**src/rtl/pixel_op_pkg.sv**
```systemverilog
// Shared encodings for the pixel operation stream: per-lane operation modes
// and the output-stage occupancy states.
package pixel_op_pkg;

    typedef enum logic [1:0] {
        ModePass   = 2'b00,
        ModeInvert = 2'b01,
        ModeAdd    = 2'b10,
        ModeThresh = 2'b11
    } pix_mode_e;

    // Output stage occupancy: output register only, or output plus skid register.
    localparam logic [1:0] StEmpty = 2'b00;
    localparam logic [1:0] StOne   = 2'b01;
    localparam logic [1:0] StFull  = 2'b10;

    localparam int unsigned FrameCountWidth = 16;

endpackage

```
**src/rtl/pixel_op_lane.sv**
```systemverilog
// Single-lane pixel operator: pass, invert, saturating add or threshold.
module pixel_op_lane
    import pixel_op_pkg::*;
#(
    parameter int unsigned PIX_WIDTH = 8
) (
    input  pix_mode_e              mode_i,
    input  logic [PIX_WIDTH-1:0]   param_i,
    input  logic [PIX_WIDTH-1:0]   pix_i,
    output logic [PIX_WIDTH-1:0]   pix_o
);

    localparam logic [PIX_WIDTH-1:0] PixMax = {PIX_WIDTH{1'b1}};

    logic [PIX_WIDTH:0] sum;

    always_comb begin
        // One extra bit so the carry out signals saturation.
        sum   = {1'b0, pix_i} + {1'b0, param_i};
        pix_o = pix_i;
        unique case (mode_i)
            ModePass:   pix_o = pix_i;
            ModeInvert: pix_o = PixMax - pix_i;
            ModeAdd:    pix_o = sum[PIX_WIDTH] ? PixMax : sum[PIX_WIDTH-1:0];
            ModeThresh: pix_o = (pix_i >= param_i) ? PixMax : '0;
        endcase
    end

endmodule

```
**src/rtl/pixel_op_stream.sv**
```systemverilog
// Streaming per-pixel operator with frame-aligned configuration shadowing and
// a two-entry (output + skid) registered output stage.
module pixel_op_stream
    import pixel_op_pkg::*;
#(
    parameter int unsigned DATA_WIDTH = 32,
    parameter int unsigned PIX_WIDTH  = 8
) (
    input  logic                  axi_clk,
    input  logic                  axi_reset_n,

    input  logic                  s_axis_valid,
    input  logic [DATA_WIDTH-1:0] s_axis_data,
    input  logic                  s_axis_last,
    output logic                  s_axis_ready,

    output logic                  m_axis_valid,
    output logic [DATA_WIDTH-1:0] m_axis_data,
    output logic                  m_axis_last,
    input  logic                  m_axis_ready,

    input  logic [1:0]            cfg_mode,
    input  logic [PIX_WIDTH-1:0]  cfg_param,

    output logic                  frame_done,
    output logic [15:0]           frame_count
);

    localparam int unsigned LANES = DATA_WIDTH / PIX_WIDTH;

    logic [1:0]                 state_q, state_d;
    logic                       ready_q, ready_d;
    logic                       init_q;
    pix_mode_e                  mode_q, mode_d;
    logic [PIX_WIDTH-1:0]       param_q, param_d;
    logic [DATA_WIDTH-1:0]      out_data_q, out_data_d;
    logic                       out_last_q, out_last_d;
    logic [DATA_WIDTH-1:0]      skid_data_q, skid_data_d;
    logic                       skid_last_q, skid_last_d;
    logic                       done_q, done_d;
    logic [FrameCountWidth-1:0] count_q, count_d;

    logic                  in_fire;
    logic                  out_fire;
    logic [DATA_WIDTH-1:0] proc_data;

    assign m_axis_valid = (state_q != StEmpty);
    assign in_fire      = s_axis_valid & ready_q;
    assign out_fire     = m_axis_valid & m_axis_ready;

    for (genvar l = 0; l < LANES; l++) begin : g_lane
        pixel_op_lane #(
            .PIX_WIDTH (PIX_WIDTH)
        ) u_lane (
            .mode_i  (mode_q),
            .param_i (param_q),
            .pix_i   (s_axis_data[l*PIX_WIDTH +: PIX_WIDTH]),
            .pix_o   (proc_data[l*PIX_WIDTH +: PIX_WIDTH])
        );
    end

    always_comb begin
        state_d     = state_q;
        out_data_d  = out_data_q;
        out_last_d  = out_last_q;
        skid_data_d = skid_data_q;
        skid_last_d = skid_last_q;
        case (state_q)
            StEmpty: begin
                if (in_fire) begin
                    out_data_d = proc_data;
                    out_last_d = s_axis_last;
                    state_d    = StOne;
                end
            end
            StOne: begin
                if (in_fire && out_fire) begin
                    out_data_d = proc_data;
                    out_last_d = s_axis_last;
                end else if (in_fire) begin
                    skid_data_d = proc_data;
                    skid_last_d = s_axis_last;
                    state_d     = StFull;
                end else if (out_fire) begin
                    state_d = StEmpty;
                end
            end
            StFull: begin
                // Input is blocked here since ready_q is low in this state.
                if (out_fire) begin
                    out_data_d = skid_data_q;
                    out_last_d = skid_last_q;
                    state_d    = StOne;
                end
            end
            default: state_d = StEmpty;
        endcase
    end

    always_comb begin
        ready_d = (state_d != StFull);
        mode_d  = mode_q;
        param_d = param_q;
        // The beat carrying last still uses the old shadow values.
        if (!init_q || (in_fire && s_axis_last)) begin
            mode_d  = pix_mode_e'(cfg_mode);
            param_d = cfg_param;
        end
        done_d  = out_fire & out_last_q;
        count_d = done_d ? count_q + 16'd1 : count_q;
    end

    always_ff @(posedge axi_clk or negedge axi_reset_n) begin
        if (!axi_reset_n) begin
            state_q     <= StEmpty;
            ready_q     <= 1'b0;
            init_q      <= 1'b0;
            mode_q      <= ModePass;
            param_q     <= '0;
            out_data_q  <= '0;
            out_last_q  <= 1'b0;
            skid_data_q <= '0;
            skid_last_q <= 1'b0;
            done_q      <= 1'b0;
            count_q     <= '0;
        end else begin
            state_q     <= state_d;
            ready_q     <= ready_d;
            init_q      <= 1'b1;
            mode_q      <= mode_d;
            param_q     <= param_d;
            out_data_q  <= out_data_d;
            out_last_q  <= out_last_d;
            skid_data_q <= skid_data_d;
            skid_last_q <= skid_last_d;
            done_q      <= done_d;
            count_q     <= count_d;
        end
    end

    assign s_axis_ready = ready_q;
    assign m_axis_data  = out_data_q;
    assign m_axis_last  = out_last_q;
    assign frame_done   = done_q;
    assign frame_count  = count_q;

endmodule
```
**config.mk**
```make
export PLATFORM = sky130hd
export DESIGN_NAME = pixel_op_stream
export DESIGN_NICKNAME = d
export VERILOG_FILES = /design/src/rtl/pixel_op_pkg.sv /design/src/rtl/pixel_op_lane.sv /design/src/rtl/pixel_op_stream.sv
export SDC_FILE = /design/constraint.sdc
export NUM_CORES = 1
export LEC_CHECK = 0
export BUFFER_PORTS_ARGS = -buffer_cell sky130_fd_sc_hd__buf_2
export CAP_MARGIN = 20
export CORE_MARGIN = 2
export CORE_UTILIZATION = 55
export CTS_BUF_LIST = sky130_fd_sc_hd__clkbuf_8
export DETAILED_ROUTE_END_ITERATION = 8
export PLACE_DENSITY = 0.79
export SYNTH_ARGS = -nofsm -noshare
export SYNTH_HDL_FRONTEND = slang
export SYNTH_SLANG_ARGS = --single-unit
```
**constraint.sdc**
```tcl
create_clock -name axi_clk -period 4.34 [get_ports axi_clk]
set_input_delay 0.651 -clock axi_clk [delete_from_list [all_inputs] [get_ports axi_clk]]
set_output_delay 0.651 -clock axi_clk [all_outputs]
set_load 0.02 [all_outputs]
```
==> impl_results.md <==
- PostCTS Resize Cnt: 0
- Clk Latency, worst-skew pair: 0.38 ns
- Main synth FF type: dfrtp_1
- Syn avg cell area: 8.62 um2
- GR Overflow Total: 0
- CTS tree: yes
- Fmax achieved: 316 MHz
- Count leader, synth: dfrtp_1
- Worst-path cell chain: inv_1, ha_1, nand2b_1, a21oi_1, a21oi_1, mux2_2, a21oi_1, a2111oi_0, o21ai_0
- R2r setup slk: 1.18 ns
- Max incr delay on CP: 0.76 ns
- Crit-path leading delay family: compound AO/OA/AOI/OAI gates
- Post-Route WL: 18.7 mm
- Commonest cells post-synth: dfrtp_1 (97), a21oi_1 (84), nand2_1 (75), o21ai_0 (75), nor2_1 (72)
- CTS Buf Count: 9
- Via density: 5.86
- Synthesized netlist cell count: 817
- Cell mode on critical path: a21oi_1
- Largest net degree at the start of global routing: 69
- Sequential cell area: 2430 um2
- Final setup violating endpoints: 0
- Router iterations before antenna repair: 5
- Post-synth cell types: 70
- Endpoint class of the critical path: flop
- Clock sink total: 97
- Final Max Slew Viols: 0
- Crit path buf inv count: 1
- Routed Antenna Nets: 0
- Total power draw: 3.77 mW
- #FFs+latches synth: 97
- Outcome: completed
- CTS Buffer Depth: 2
- Synth-to-Final Area Change: 10.8%
- Die Height: 117 um
- Final setup TNS: 0 ns
- First-pass GRT wire length: 29.3 mm
- Via Count: 6,277
- Slew HR: 34.2%
- Die ar.: 13,700 um2
- Cell area power density: 482 nW/um2
- Ports: 99
- Layout cell share with drive strength beyond 1: 15.7%
- Worst-margin pin slew: 0.979 ns
- Die Wd: 117 um
- FF-to-FF End: skid_data_q[22]
- Synth warn: 0
- GRT Overall Usage: 27.8%
- R2r startpoint: param_q[2]
- Share of flip-flops with an asynchronous set or reset: 100%
- Vias in the first global route: 5,535
- Maximum fanout along the worst path: 5
- Core area: 12,600 um2
- Clk slew on worst S/H paths: 0.10 ns
- Setup crit start kind: flop
- Syn nets: 933
- Hold Path Class: input pin to asynchronous set/reset pin
- RSZ-0062 raised after global routing: no
- Mapped cell area: 7040 um2
- Port bufs: 98
- Largest cells by area after synthesis: dfrtp_1 (34%), ha_1 (12%), a21oi_1 (6.0%)
- # diodes: 0
- Initial antenna violation count: 0
- Share of the synthesized area in the top cell type: 34.5%
- Cell at the slowest stage of the critical path: a2111oi_0
- Initial DRC count: 477
- GP Congestion: 0.992
- FILL cells: 1,131
- Final core occ: 62.1%
- Wire per inst: 17.4 um
- Final Hold Vio Count: 0
- Post-synth top area cell: dfrtp_1
- Clock Skew: 0.0107 ns
- # DRC: 0
- Area occupied by multi-input gates: 4290 um2
- Initial core utilization: 56.0%
- CTS root buffer: clkbuf_8
- Buffers inserted by post-CTS timing repair: 0
- Rows: 41
- Hold-fix buffers, CTS: 0
- Peak supply drop: 273 uV
- WP data required: 4.57 ns
- Reg2reg path depth: 9
- Final instance count without filler cells: 1,072
- H-tree depth: 3
- CP arrival: 3.39 ns
- Register area share after synthesis: 34.5%
- Setup CP Type: flop to flop
- Nets: 1,011
- Minimum clock period: 3.16 ns
- Period utilisation layout: 72.8%
- Number of max-cap violations: 0
- Inst Count DP: 1,055
- Post-synth EDFFs: 0
- Post-DP HPWL: 13.9 mm
- Leak: 3.75 nW
[cells by family (layout without fill, tap and decap cells)]
family                   after synthesis  after routing  synth area share [%]
adder cells (fa/ha/maj)               69             69                  12.7
buffers and inverters                 75            158                  4.67
AO/OA/AOI/OAI                        256            256                  22.3
AND/OR/NAND/NOR                      254            254                  17.4
XOR/XNOR                              55             55                  6.84
multiplexers                          10             10                  1.51
other                                  1              1                0.0532
flip-flops                            97             97                  34.5
[power breakdown]
group	switching, mW	leakage, nW	internal [mW]	total (mW)
clock network	0.331	0.0926	0.208	0.540
registers	0.227	1.18	1.24	1.47
logic	1.11	2.48	0.649	1.76
[through the flow]
stage                     hold slack [ns]  setup WS, ns  area, um2
final                               0.372          1.18       7800
after global routing                0.440          1.03       7800
after CTS                           0.397          1.29       7780
after detailed placement            0.461          1.22       7610
after global placement              0.453          1.27       7610
after floorplan                     0.355          1.70       7040
[cell type report]
type / count / share of cell area [%]
multi-input cells: 645 / 55.0
flip-flops and latches: 97 / 31.1
repair buffers: 106 / 7.25
well taps: 172 / 2.76
inverters: 36 / 1.73
clock buffers: 9 / 1.59
clock inverters: 7 / 0.593
[cell usage in the layout, fill, tap and decap left out, types with 8 or more instances in the layout]
cell type,count
or3_1,15
a21o_1,12
ha_1,65
nor2_1,72
o31ai_1,11
xor2_1,22
and3_1,15
nor2b_1,15
inv_1,37
a211o_1,8
buf_4,8
o21ai_0,75
a21oi_1,84
nand3_1,14
a211oi_1,10
nor3_1,9
dfrtp_1,96
clkbuf_8,9
buf_2,97
xnor2_1,33
nand2b_1,10
o211ai_1,8
nand2_1,75
[layer usage]
layer  vias up  GRT usage (%)  part of all wire [%]
li1       3040              -                     -
met1      2941           43.2                    48
met2       277           40.4                    43
met3        19           3.71                   8.4
met4         0           8.08                   1.3
met5         -              0                     0
[registers in the layout (all words and copies together), names as in the netlist]
name	cells
frame_count	16
m_axis_data	32
skid_last_q	1
mode_q	2
param_q	8
s_axis_ready	1
skid_data_q	32
state_q	2
frame_done	1
init_q	1
m_axis_last	1
[worst max path at each step]
| stage | startpoint | end | slack (ns) | cells past startpoint |
|---|---|---|---|---|
| finish | param_q[2] | skid_data_q[22] | 1.18 | 9 |
| global route | param_q[2] | skid_data_q[22] | 1.03 | 9 |
| CTS | param_q[2] | skid_data_q[22] | 1.29 | 9 |
| detailed placement | s_axis_data[16] | skid_data_q[22] | 1.22 | 10 |
| global placement | s_axis_data[16] | skid_data_q[22] | 1.27 | 10 |
| floorplan | s_axis_data[24] | m_axis_data[26] | 1.70 | 9 |
Power figures use the tool's default switching activity.
